<file path="config.mk">
export PLATFORM = sky130hd
export DESIGN_NAME = hamming_channel
export DESIGN_NICKNAME = d
export VERILOG_FILES = /design/src/rtl/hamming_pkg.sv /design/src/rtl/hamming_channel_sync_fifo.sv /design/src/rtl/hamming_channel.sv
export SDC_FILE = /design/constraint.sdc
export NUM_CORES = 1
export LEC_CHECK = 0
export ABC_AREA = 0
export ABC_CLOCK_PERIOD_IN_PS = 6700
export CORE_ASPECT_RATIO = 1.75
export CORE_MARGIN = 1
export CORE_UTILIZATION = 50
export CTS_CLUSTER_DIAMETER = 150
export CTS_CLUSTER_SIZE = 28
export DETAILED_ROUTE_END_ITERATION = 16
export HOLD_SLACK_MARGIN = 0.03
export PLACE_DENSITY = 0.69
export SLEW_MARGIN = 20
export SYNTH_ARGS = -nofsm -noshare
export SYNTH_HDL_FRONTEND = slang
export SYNTH_HIERARCHICAL = 1
export SYNTH_SLANG_ARGS = --single-unit
</file>
<file path="constraint.sdc">
create_clock -name clk -period 6.7 [get_ports clk]
set_input_delay 1.34 -clock clk [delete_from_list [all_inputs] [get_ports clk]]
set_output_delay 1.34 -clock clk [all_outputs]
set_load 0.05 [all_outputs]
</file>
<file path="src/rtl/hamming_pkg.sv">
`default_nettype none
// +---------------------------------------------------------------------------+
// | hamming_pkg : extended Hamming (SEC-DED) encode/decode helpers   Rev 1.0   |
// +---------------------------------------------------------------------------+
package hamming_pkg;

  localparam int MAX_DATA = 32;
  localparam int MAX_CODE = 64;

  typedef logic [MAX_DATA-1:0] data_t;
  typedef logic [MAX_CODE-1:0] code_t;

  typedef struct packed {
    data_t      data;
    logic       corrected;
    logic       uncorrectable;
    logic [5:0] syndrome;
  } dec_t;

  function automatic int par_width(input int data_width);
    int p = 1;
    while ((1 << p) < data_width + p + 1) p++;
    return p;
  endfunction

  // Data bits fill non-power-of-two positions LSB first; bit 0 is overall parity.
  function automatic code_t encode(input data_t data, input int dw, input int pw);
    code_t      code = '0;
    logic [5:0] syn  = '0;
    logic [5:0] pp;
    int         d    = 0;
    for (int pos = 1; pos < MAX_CODE; pos++) begin
      if (pos <= dw + pw && (pos & (pos - 1)) != 0) begin
        code[pos[5:0]] = data[d[4:0]];
        if (data[d[4:0]]) syn ^= pos[5:0];
        d++;
      end
    end
    for (int i = 0; i < 6; i++) begin
      if (i < pw) begin
        pp       = 6'(1 << i);
        code[pp] = syn[i];
      end
    end
    code[0] = ^code;
    return code;
  endfunction

  function automatic dec_t decode(input code_t code, input int dw, input int pw);
    dec_t       r;
    code_t      fixed;
    logic [5:0] syn = '0;
    logic       p;
    int         n   = dw + pw;
    int         d   = 0;
    for (int pos = 1; pos < MAX_CODE; pos++) begin
      if (pos <= n && code[pos[5:0]]) syn ^= pos[5:0];
    end
    p                = ^code;
    fixed            = code;
    r.corrected      = 1'b0;
    r.uncorrectable  = 1'b0;
    if (syn != '0 && p) begin
      if (int'(syn) <= n) begin
        fixed[syn]  = ~fixed[syn];
        r.corrected = 1'b1;
      end else begin
        r.uncorrectable = 1'b1;
      end
    end else if (p) begin
      r.corrected = 1'b1;
    end else if (syn != '0) begin
      r.uncorrectable = 1'b1;
    end
    r.data = '0;
    for (int pos = 1; pos < MAX_CODE; pos++) begin
      if (pos <= n && (pos & (pos - 1)) != 0) begin
        r.data[d[4:0]] = fixed[pos[5:0]];
        d++;
      end
    end
    r.syndrome = syn;
    return r;
  endfunction

endpackage
`default_nettype wire

</file>
<file path="src/rtl/hamming_channel_sync_fifo.sv">
`default_nettype none
// +---------------------------------------------------------------------------+
// | sync_fifo : register-array FIFO with combinational head read     Rev 1.0   |
// +---------------------------------------------------------------------------+
module sync_fifo #(
  parameter  int WIDTH = 13,
  parameter  int DEPTH = 16,
  localparam int AW    = $clog2(DEPTH)
) (
  input  logic             clk,
  input  logic             rst,
  input  logic             wr_en,
  input  logic [WIDTH-1:0] wr_data,
  input  logic             rd_en,
  output logic [WIDTH-1:0] rd_data,
  output logic             full,
  output logic             empty,
  output logic [AW:0]      level
);

  logic [WIDTH-1:0] r_mem [DEPTH];
  logic [AW-1:0]    r_wr_ptr;
  logic [AW-1:0]    r_rd_ptr;
  logic [AW:0]      r_level;
  logic             w_wr;
  logic             w_rd;

  assign full    = (r_level == (AW+1)'(DEPTH));
  assign empty   = (r_level == '0);
  assign level   = r_level;
  assign w_wr    = wr_en && !full;
  assign w_rd    = rd_en && !empty;
  assign rd_data = r_mem[r_rd_ptr];

  // Pointers wrap naturally because DEPTH is a power of two.
  always_ff @(posedge clk or posedge rst) begin
    if (rst) begin
      r_wr_ptr <= '0;
      r_rd_ptr <= '0;
      r_level  <= '0;
    end else begin
      if (w_wr) r_wr_ptr <= r_wr_ptr + 1'b1;
      if (w_rd) r_rd_ptr <= r_rd_ptr + 1'b1;
      case ({w_wr, w_rd})
        2'b10:   r_level <= r_level + 1'b1;
        2'b01:   r_level <= r_level - 1'b1;
        default: r_level <= r_level;
      endcase
    end
  end

  always_ff @(posedge clk) begin
    if (w_wr) r_mem[r_wr_ptr] <= wr_data;
  end

endmodule
`default_nettype wire

</file>
<file path="src/rtl/hamming_channel.sv">
`default_nettype none
// +---------------------------------------------------------------------------+
// | hamming_channel : SEC-DED encode, FIFO, inject, decode, counters Rev 1.0   |
// +---------------------------------------------------------------------------+
module hamming_channel
  import hamming_pkg::*;
#(
  parameter  int DATA_WIDTH = 8,
  parameter  int DEPTH      = 16,
  parameter  int CNT_WIDTH  = 16,
  localparam int PAR_WIDTH  = par_width(DATA_WIDTH),
  localparam int CODE_WIDTH = DATA_WIDTH + PAR_WIDTH + 1,
  localparam int LVL_WIDTH  = $clog2(DEPTH) + 1
) (
  input  logic                  clk,
  input  logic                  rst,
  input  logic                  s_valid,
  output logic                  s_ready,
  input  logic [DATA_WIDTH-1:0] s_data,
  input  logic                  inj_en,
  input  logic [CODE_WIDTH-1:0] inj_mask,
  output logic                  m_valid,
  input  logic                  m_ready,
  output logic [DATA_WIDTH-1:0] m_data,
  output logic                  m_corrected,
  output logic                  m_uncorrectable,
  output logic [CNT_WIDTH-1:0]  corr_count,
  output logic [CNT_WIDTH-1:0]  uncorr_count,
  input  logic                  clr_counts,
  output logic [LVL_WIDTH-1:0]  level
);

  logic [CODE_WIDTH-1:0] w_code;
  logic [CODE_WIDTH-1:0] w_head;
  logic [CODE_WIDTH-1:0] w_raw;
  logic                  w_full;
  logic                  w_empty;
  logic                  w_push;
  logic                  w_pop;
  dec_t                  w_dec;
  logic                  r_up;

  // r_up holds s_ready low until the first edge after reset release.
  assign s_ready = r_up && !w_full;
  assign w_push  = s_valid && s_ready;
  assign w_pop   = !w_empty && (!m_valid || m_ready);
  assign w_code  = CODE_WIDTH'(encode(data_t'(s_data), DATA_WIDTH, PAR_WIDTH));
  assign w_raw   = w_head ^ (inj_en ? inj_mask : '0);
  assign w_dec   = decode(code_t'(w_raw), DATA_WIDTH, PAR_WIDTH);

  sync_fifo #(
    .WIDTH (CODE_WIDTH),
    .DEPTH (DEPTH)
  ) u_fifo (
    .clk     (clk),
    .rst     (rst),
    .wr_en   (w_push),
    .wr_data (w_code),
    .rd_en   (w_pop),
    .rd_data (w_head),
    .full    (w_full),
    .empty   (w_empty),
    .level   (level)
  );

  always_ff @(posedge clk or posedge rst) begin
    if (rst) begin
      r_up            <= 1'b0;
      m_valid         <= 1'b0;
      m_data          <= '0;
      m_corrected     <= 1'b0;
      m_uncorrectable <= 1'b0;
    end else begin
      r_up <= 1'b1;
      if (w_pop) begin
        m_valid         <= 1'b1;
        m_data          <= DATA_WIDTH'(w_dec.data);
        m_corrected     <= w_dec.corrected;
        m_uncorrectable <= w_dec.uncorrectable;
      end else if (m_ready) begin
        m_valid <= 1'b0;
      end
    end
  end

  // Clear takes priority over a coincident increment.
  always_ff @(posedge clk or posedge rst) begin
    if (rst) begin
      corr_count   <= '0;
      uncorr_count <= '0;
    end else if (clr_counts) begin
      corr_count   <= '0;
      uncorr_count <= '0;
    end else if (w_pop) begin
      if (w_dec.corrected && corr_count != '1)
        corr_count <= corr_count + CNT_WIDTH'(1);
      if (w_dec.uncorrectable && uncorr_count != '1)
        uncorr_count <= uncorr_count + CNT_WIDTH'(1);
    end
  end

endmodule
`default_nettype wire

</file>
== Yosys cells after proc, flatten, opt, wreduce, memory -nomap -nowiden ==
Memory sizes are Yosys's and may differ from the RTL's.
Index checks and enable logic that the tools add are counted.

* Add/sub/neg operators: 6
* Multipliers: 0
* Divide/modulo/power cells: 0
* Order comparisons: 3
* Eq/ne operators: 5
* Shift operators: 0
* Mux-type cells: 45
* Bitwise gates (word level): 20
* Reductions and logical operators: 24

{| class="wikitable"
|+ Operator list
! cell !! count
|-
| $reduce_xor 64->1 || 2
|-
| $mux 16 || 6
|-
| $bwmux 64 || 1
|-
| $mux 13 || 3
|-
| $mux 4 || 9
|-
| $add 16x1->16 const B || 2
|-
| $ne 16x16->1 const B || 2
|-
| $mux 3 || 7
|-
| $not 2->2 || 9
|-
| $xor 13x13->13 || 1
|-
| $mux 1 || 12
|-
| $not 3->3 || 4
|-
| $pmux 5 s2 || 1
|-
| $reduce_bool 2->1 || 5
|-
| $logic_and 1x1->1 || 9
|-
| $add 4x1->4 const B || 2
|-
| $mux 2 || 4
|-
| $lt 4x7->1 const B || 1
|-
| $bmux 1 s6 || 1
|-
| $demux 1 s6 || 1
|-
| $reduce_bool 6->1 || 1
|-
| $add 5x1->5 const B || 1
|-
| $eq 5x5->1 const B || 1
|-
| $logic_not 5->1 || 1
|-
| other kinds (11) || 17
|}

* Flip-flop bits (word level): 57
* Latch bits: 0
* RAM bits: 208
* Bits in read-only memories: 0
* Bits of input ports: 27
* Output and inout bits: 49
* Logic and storage cells: 114
* Memories kept: 1

{| class="wikitable"
|+ Memories
! name !! words !! width !! rd ports !! clocked after memory_dff !! write ports !! RTL line !! RTL
|-
| u_fifo.r_mem || 16 || 13 || 1 || 0 || 1 || hamming_channel_sync_fifo.sv:21 || <nowiki>logic [WIDTH-1:0] r_mem [DEPTH];</nowiki>
|}

== Longest topological paths before layout ==
Gate-level depths: netlist (run 1).

* Word-level depth: 30
* Depth in mapped cells: 18
* Gate-level depth less buffers: 15

== Hierarchy ==
Netlist (run 1), hierarchy kept.

{| class="wikitable"
|+ Modules (own cells, without submodules)
! module !! times used !! cells each !! area an instance (um^2) !! seq. area each (um^2)
|-
| sync_fifo || 1 || 468 || 8833.5 || 6571.3
|-
| hamming_channel || 1 || 385 || 3410.8 || 1101.1
|}

== Worst setup path after synthesis (run 1) ==
No wires, ideal clock.

* Path type: input to register
* Start point: input port m_ready
* End point: register u_fifo.r_level[4], in the netlist u_fifo/level[4]
* Setup time: 142 ps
* Arrival time: 3819 ps
* Required time: 6558 ps
* Path slack: 2739 ps
* Stages: 13
* Path buffers: 2
* Cell sequence: nand2b_1 -> nand2b_1 -> clkbuf_1 -> clkinv_1 -> nor2b_1 -> buf_2 -> ha_1 -> ha_1 -> nor2b_1 -> o21ai_0 -> a21oi_1 -> or3b_1 -> xnor2_1

* Word-level cells in the longest chain between the ends: 5
* Elaborated cells on any way between the ends: 7
* Classes of those cells: eq/ne: 2; mux: 1; reduce/logical: 4

{| class="wikitable"
|+ Ends and longest elaborated chain
! item !! RTL line !! RTL
|-
| start, declared || hamming_channel.sv:23 || <nowiki>input logic m_ready,</nowiki>
|-
| $logic_or 1x1->1 (*) || hamming_channel.sv:46 || <nowiki>assign w_pop = !w_empty && (!m_valid || m_ready);</nowiki>
|-
| $logic_and 1x1->1 (*) || hamming_channel.sv:46 ||
|-
| via w_pop || hamming_channel.sv:39 || <nowiki>logic w_pop;</nowiki>
|-
| $logic_and 1x1->1 (*) || hamming_channel_sync_fifo.sv:32 || <nowiki>assign w_rd = rd_en && !empty;</nowiki>
|-
| via u_fifo.w_rd || hamming_channel_sync_fifo.sv:26 || <nowiki>logic w_rd;</nowiki>
|-
| $eq 2x1->1 / $eq 2x2->1 (equally long branches) || hamming_channel_sync_fifo.sv:44 || <nowiki>case ({w_wr, w_rd})</nowiki>
|-
| $pmux 5 s2 / $reduce_bool 2->1 (equally long branches) || -- ||
|-
| end signal, assigned || hamming_channel_sync_fifo.sv:45 || <nowiki>2'b10: r_level <= r_level + 1'b1;</nowiki>
|-
| end signal, assigned || hamming_channel_sync_fifo.sv:46 || <nowiki>2'b01: r_level <= r_level - 1'b1;</nowiki>
|-
| end signal, assigned || hamming_channel_sync_fifo.sv:47 || <nowiki>default: r_level <= r_level;</nowiki>
|-
| end, declared || hamming_channel_sync_fifo.sv:24 || <nowiki>logic [AW:0] r_level;</nowiki>
|}

Mark *: on every way through the listed nets, which the timed path passes. The rest lies on a longest branch.
A chain may end at the register's enable or synchronous reset.

== Worst setup path in the final report (run 1) ==
* Start point: register u_fifo.r_rd_ptr[0]
* End point: register uncorr_count[0]

* Elaborated cells on any way between the ends: 33
* Classes of those cells: order compare: 1; mux: 16; bitwise: 9; reduce/logical: 6; memory: 1

{| class="wikitable"
|+ RTL lines
! item !! RTL line !! RTL
|-
| start, declared || hamming_channel_sync_fifo.sv:23 || <nowiki>logic [AW-1:0] r_rd_ptr;</nowiki>
|-
| start signal, assigned || hamming_channel_sync_fifo.sv:43 || <nowiki>if (w_rd) r_rd_ptr <= r_rd_ptr + 1'b1;</nowiki>
|-
| $mem_v2 16x13 (*) || -- ||
|-
| via w_head[7] || hamming_channel.sv:34 || <nowiki>logic [CODE_WIDTH-1:0] w_head;</nowiki>
|-
| $xor 13x13->13 (*) || hamming_channel.sv:48 || <nowiki>assign w_raw = w_head ^ (inj_en ? inj_mask : '0);</nowiki>
|-
| parallel branches: the longest is 11 deep, another holds $le 4x4->1 || -- ||
|-
| $mux 2 (*) || hamming_pkg.sv:63 || <nowiki>if (syn != '0 && p) begin</nowiki>
|-
| $logic_and 1x1->1 (*) || hamming_channel.sv:97 || <nowiki>if (w_dec.uncorrectable && uncorr_count != '1)</nowiki>
|-
| $reduce_bool 2->1 (no source line) (*) || -- ||
|-
| $reduce_and 2->1 (no source line) (*) || -- ||
|-
| end signal, assigned || hamming_channel.sv:98 || <nowiki>uncorr_count <= uncorr_count + CNT_WIDTH'(1);</nowiki>
|-
| end, declared || hamming_channel.sv:28 || <nowiki>output logic [CNT_WIDTH-1:0] uncorr_count,</nowiki>
|}

Mark *: on every way through the listed nets, which the timed path passes.

==> run summary, run 1 <==
status: completed
Worst-Skew Late Latency: 490 ps
Avg Cell Area, Syn: 14.4 µm²
first drt pass iteration count: 7
clk sink count: 265
proportion of layout cells with a drive suffix above 1: 0.118
Met3 Wirelength: 921 µm
remaining antenna violation count: 0
RePlAce Congestion: 0.861
final core occ: 0.568
io pins: 76
Max Used Layer: met4
slew margin rel.: 0.365
synth top area cells: edfxtp_1 51%, dfrtp_1 12%, mux4_2 4.8%
filler instances: 1930
Die Span Y: 209 µm
Setup Skew: 24.3 ps
routed vias/inst: 5.89
RSZ-0062 raised after global routing: false
Cells after Synth: 853
CTS Buf Count: 13
Worst Path Required: 7090 ps
Mapped Area: 12200 µm²
crit end category: flop
Die Area: 25100 µm²
initial core utilization: 0.510
#FFs+latches synth: 265
ANT cells: 0
register area: 7680 µm²
Hold Fails Final Rpt: 0
I/O Buffers: 75
chip width: 120 µm
Synth Flop Type: edfxtp_1
ys async rst share: 0.215
routed len/inst: 21.3 µm
EDFF count, synth: 208
DP Wirelength: 18.0 mm
Seq/Total Area, Yosys: 0.627
metal2 WL: 14.6 mm
area grow syn2layout: 11.4%
NumNets Final: 954
Least-Margin Pin Slew: 952 ps
crit path time final: 5030 ps
kind of critical path: flop to flop
min setup slack post-route: 1670 ps
pin count of the biggest net entering global routing: 45
initial antenna violation count: 0
fmax: 199 MHz
CTS tree: built
Yosys top cell area share: 0.510
worst hold path class: flop to flop
DP Cell Count: 1208
Core Footprint: 24000 µm²
vias in the first global route: 7254
Final Max Tran Viols: 0
DR vias: 7238
dpl ws: 1500 ps
Synth area leader: edfxtp_1
root buf cell: clkbuf_16
Congestion Overflow GR: 0
Ys Warns: 6
Routed WL: 26.1 mm
Final TNS setup: 0 ps
syn nets: 892
Post-CTS Hold Buffers: 0
GR Util All Layers: 0.211
post-CTS setup repair buffer count: 0
worst endpoint data arrival time: 5420 ps
library cells used by synthesis: 70
multi-input logic area: 4270 µm²
Final setup violation count: 0
htree depth: 1
startpoint types: flop
commonest cells after routing, fill and taps aside: 208 x edfxtp_1, 75 x clkdlybuf4s50_1, 69 x nand2_1, 56 x dfrtp_1, 55 x mux2i_1
# rows: 75
drt drc: 0
fin crit share: 0.751
Max Buffers Root-to-Sink: 3
Reg clk slew, reported paths: 110 ps
global-route wire length before repair: 40.4 mm
post-CTS resize count: 0
crit path max fanout: 36
max cap viols: 0
Initial DRC Count: 568
post-route insts no fill: 1229
M1 WL: 9.87 mm
commonest non-fill, non-tap cell in the layout: edfxtp_1
[layer usage]
| layer | vias up | global-route usage |
|---|---|---|
| met5 | - | 0 |
| met4 | 0 | 0.0736 |
| met3 | 45 | 0.0186 |
| met2 | 189 | 0.404 |
| met1 | 3651 | 0.242 |
| li1 | 3353 | - |
[kinds of logic (layout without fill, tap and decap cells)]
| family | count (synthesis) | in the layout | share of synthesized area |
|---|---|---|---|
| DFF | 265 | 265 | 0.627 |
| and+or+nand+nor | 218 | 218 | 0.0921 |
| AOI/OAI and AO/OA | 136 | 136 | 0.0780 |
| muxes | 92 | 92 | 0.103 |
| xor gates and xnor gates | 67 | 67 | 0.0554 |
| buffers and inverters | 62 | 130 | 0.0316 |
| adders and majority gates | 12 | 12 | 0.0129 |
| other | 1 | 1 | 0.000306 |
[final cells by class]
class                   count  share of cell area
clock inverters             1             0.00119
inverters                  20             0.00550
clock buffers              20              0.0258
well taps                 308              0.0282
repair buffers             89              0.0637
multi-input cells         526               0.313
flip-flops and latches    265               0.563
[path summary, 6_finish.rpt]
path                                    startpoint              end  slack, ps  cells after the start
worst max-delay path            u_fifo/r_rd_ptr[0]  uncorr_count[0]       1670                     13
worst min-delay path                     m_data[3]        m_data[3]        490                      2
worst max register to register  u_fifo/r_rd_ptr[0]  uncorr_count[0]       1670                     13
worst min register to register           m_data[3]        m_data[3]        490                      2
max in group asynchronous                      rst  uncorr_count[2]       4720                      2
min in group asynchronous                      rst  u_fifo/level[3]       1220                      2
[registers in the layout, indices dropped and copies added (netlist names)]
signal and cells:
u_fifo/r_mem 208, corr_count 16, uncorr_count 16, m_data 8
u_fifo/level 5, u_fifo/r_rd_ptr 4, u_fifo/r_wr_ptr 4, m_corrected 1
m_uncorrectable 1, m_valid 1, r_up 1
[through the flow]
| step | hold WS [ps] | instance area, µm² |
|---|---|---|
| after floorplan | 518 | 12200 |
| after global placement | 466 | 13200 |
| after detailed placement | 472 | 13200 |
| final | 495 | 13600 |
| after global routing | 527 | 13600 |
| after CTS | 498 | 13600 |
[synth_stat cells (16+ instances only)]
cell / count
a21oi_1: 26
a221oi_1: 26
buf_6: 16
dfrtp_1: 57
edfxtp_1: 208
inv_1: 19
mux2i_1: 55
mux4_2: 26
nand2_1: 69
nor2_1: 42
o21ai_0: 35
xnor2_1: 42
xor2_1: 19
[critical path: stages (launching register included)]
cell      delay [ps]
dfrtp_4          910
buf_4            340
mux2i_1          100
a221oi_1         380
o21ai_0          160
nand2_1          220
xnor2_1          160
or3_4            400
and2_4           170
xnor3_2          520
a22oi_1          160
o311ai_4         860
nor2_1           190
mux2_2           320
Power of run 1 is not shown: default switching activity piles up to over one toggle a cycle in this logic, so the estimate is an artifact.
==> inputs of run 2 (changes only) <==
--- a/config.mk
+++ b/config.mk
@@ -6,7 +6,7 @@
 export NUM_CORES = 1
 export LEC_CHECK = 0
 export ABC_AREA = 0
-export ABC_CLOCK_PERIOD_IN_PS = 6700
+export ABC_CLOCK_PERIOD_IN_PS = 4700
 export CORE_ASPECT_RATIO = 1.75
 export CORE_MARGIN = 1
 export CORE_UTILIZATION = 50
==> constraint.sdc (replaced) <==
create_clock -name clk -period 4.7 [get_ports clk]
set_input_delay 0.94 -clock clk [delete_from_list [all_inputs] [get_ports clk]]
set_output_delay 0.94 -clock clk [all_outputs]
set_load 0.05 [all_outputs]
==> run summary, run 2 (synthesized netlist as in run 1, its figures left out) <==
status: completed
ANT cells: 0 (unchanged)
register area: 7680 µm² (unchanged)
Max stage delay on crit path: 500 ps (-410 ps)
Final Max Tran Viols: 0 (unchanged)
Core Footprint: 24000 µm² (unchanged)
area grow syn2layout: 13.7%
clk sink count: 265 (unchanged)
crit path max fanout: 26 (-28%)
routed vias/inst: 5.80 (-1.5%)
metal2 WL: 14.6 mm (about the same)
vias in the first global route: 7370 (+1.6%)
# rows: 75 (unchanged)
CTS tree: built
filler instances: 1944 (+0.73%)
Final TNS setup: 0 ps (unchanged)
multi-input logic area: 4230 µm² (-0.88%)
I/O Buffers: 75 (unchanged)
Max Used Layer: met4
NumNets Final: 993 (+4.1%)
Final setup violation count: 0 (unchanged)
Max Buffers Root-to-Sink: 3 (unchanged)
Initial DRC Count: 385 (-32%)
initial core utilization: 0.510 (unchanged)
Worst Path Required: 5090 ps (-2000 ps)
io pins: 76 (unchanged)
crit path time final: 4440 ps (-598 ps)
GR Util All Layers: 0.214 (+0.00229)
pin count of the biggest net entering global routing: 31 (-31%)
cell at the slowest stage of the critical path: dfrtp_1
Congestion Overflow GR: 0 (unchanged)
Die Area: 25100 µm² (unchanged)
chip width: 120 µm (unchanged)
CTS Buf Count: 13 (unchanged)
startpoint types: flop
Largest regs: u_fifo/r_mem (208), corr_count (16), uncorr_count (16)
Routed WL: 26.1 mm (about the same)
root buf cell: clkbuf_16
Reg clk slew, reported paths: 120 ps (about the same)
first drt pass iteration count: 4 (-3)
Setup Skew: 31.9 ps (+7.53 ps)
RePlAce Congestion: 0.924 (+7.3%)
fmax: 225 MHz (+13%)
Top reg by flops: u_fifo/r_mem
drt drc: 0 (unchanged)
kind of critical path: flop to flop
Largest register FFs: 208 (unchanged)
max cap viols: 0 (unchanged)
fin crit share: 0.944 (+0.192)
proportion of layout cells with a drive suffix above 1: 0.142 (+0.0233)
remaining antenna violation count: 0 (unchanged)
RSZ-0062 raised after global routing: false
Die Span Y: 209 µm (unchanged)
DP Wirelength: 18.6 mm (+3.1%)
crit end category: flop
worst endpoint data arrival time: 4820 ps (-600 ps)
M1 WL: 10.1 mm (+2.8%)
DR vias: 7355 (+1.6%)
Hold Fails Final Rpt: 0 (unchanged)
Post-CTS Hold Buffers: 0 (unchanged)
Least-Margin Pin Slew: 795 ps (-157 ps)
Worst-Skew Late Latency: 490 ps (about the same)
commonest non-fill, non-tap cell in the layout: edfxtp_1
commonest cells after routing, fill and taps aside: 208 x edfxtp_1, 75 x clkdlybuf4s50_1, 69 x nand2_1, 56 x dfrtp_1, 55 x mux2i_1
most frequent cell on the critical path: buf_4
routed len/inst: 20.6 µm (-3.0%)
worst hold path class: flop to flop
worst-path cell chain: and2b_1, buf_4, a221oi_1, a22oi_1, nand2_1, xor2_1, a21oi_1, or2_2, xnor3_2, buf_4, a21oi_2, o41a_4, nor4_1, mux2_2
Met3 Wirelength: 847 µm (-8.0%)
global-route wire length before repair: 41.3 mm (+2.4%)
htree depth: 1 (unchanged)
slew margin rel.: 0.468 (+0.104)
initial antenna violation count: 0 (unchanged)
-- run 2: final timing paths --
check | endpoint | from | cells after the start | slack, ps
setup / recovery | corr_count[11] | u_fifo/r_rd_ptr[1] | 14 | 260
hold / removal | m_data[2] | m_data[2] | 2 | 500
setup reg to reg | corr_count[11] | u_fifo/r_rd_ptr[1] | 14 | 260
hold reg to reg | m_data[2] | m_data[2] | 2 | 500
max in group asynchronous | uncorr_count[8] | rst | 3 | 3220
min in group asynchronous | r_up | rst | 2 | 740
-- run 2: repair_timing --
item / 4_1_cts / 5_1_grt
setup buffers: 0 / 7
hold endpoints to repair: 0 / 0
gates resized for setup: 0 / 2
endpoints found under the setup margin: 0 / 17
-- run 2: through the flow --
stage                      util  std cells  cell area [µm²]  hold WS, ps  setup WS, ps
after floorplan               -        853            12200          518           742
after global placement    0.560       1240            13500          464           170
after detailed placement  0.560       1240            13500          478           123
after CTS                 0.576       1261            13800          505          91.9
after global routing      0.579       1268            13900          521          38.3
final                     0.579       1268            13900          495           264
-- run 2: worst max-delay path, delay by kind of cell, from the launching register on --
kind	cells	cell delay, ps
buf+inv	2	420
compound gates	5	1260
flops	1	500
mux	1	370
xor+xnor	2	520
simple gates	4	1270
-- run 2: routing by layer --
metal,up-vias,GRT usage
li1,3436,-
met1,3693,0.251
met2,188,0.409
met3,38,0.0169
met4,0,0.0617
met5,-,0
-- run 2: layout make-up --
class,count,share of cell area
Clock buffer,20,0.0253
Sequential cell,265,0.552
Timing Repair Buffer,128,0.0849
Inverter,20,0.00539
Tap cell,308,0.0277
Clock inverter,1,0.00117
Multi-Input combinational cell,526,0.304
Power of run 2 is left out for the same reason.
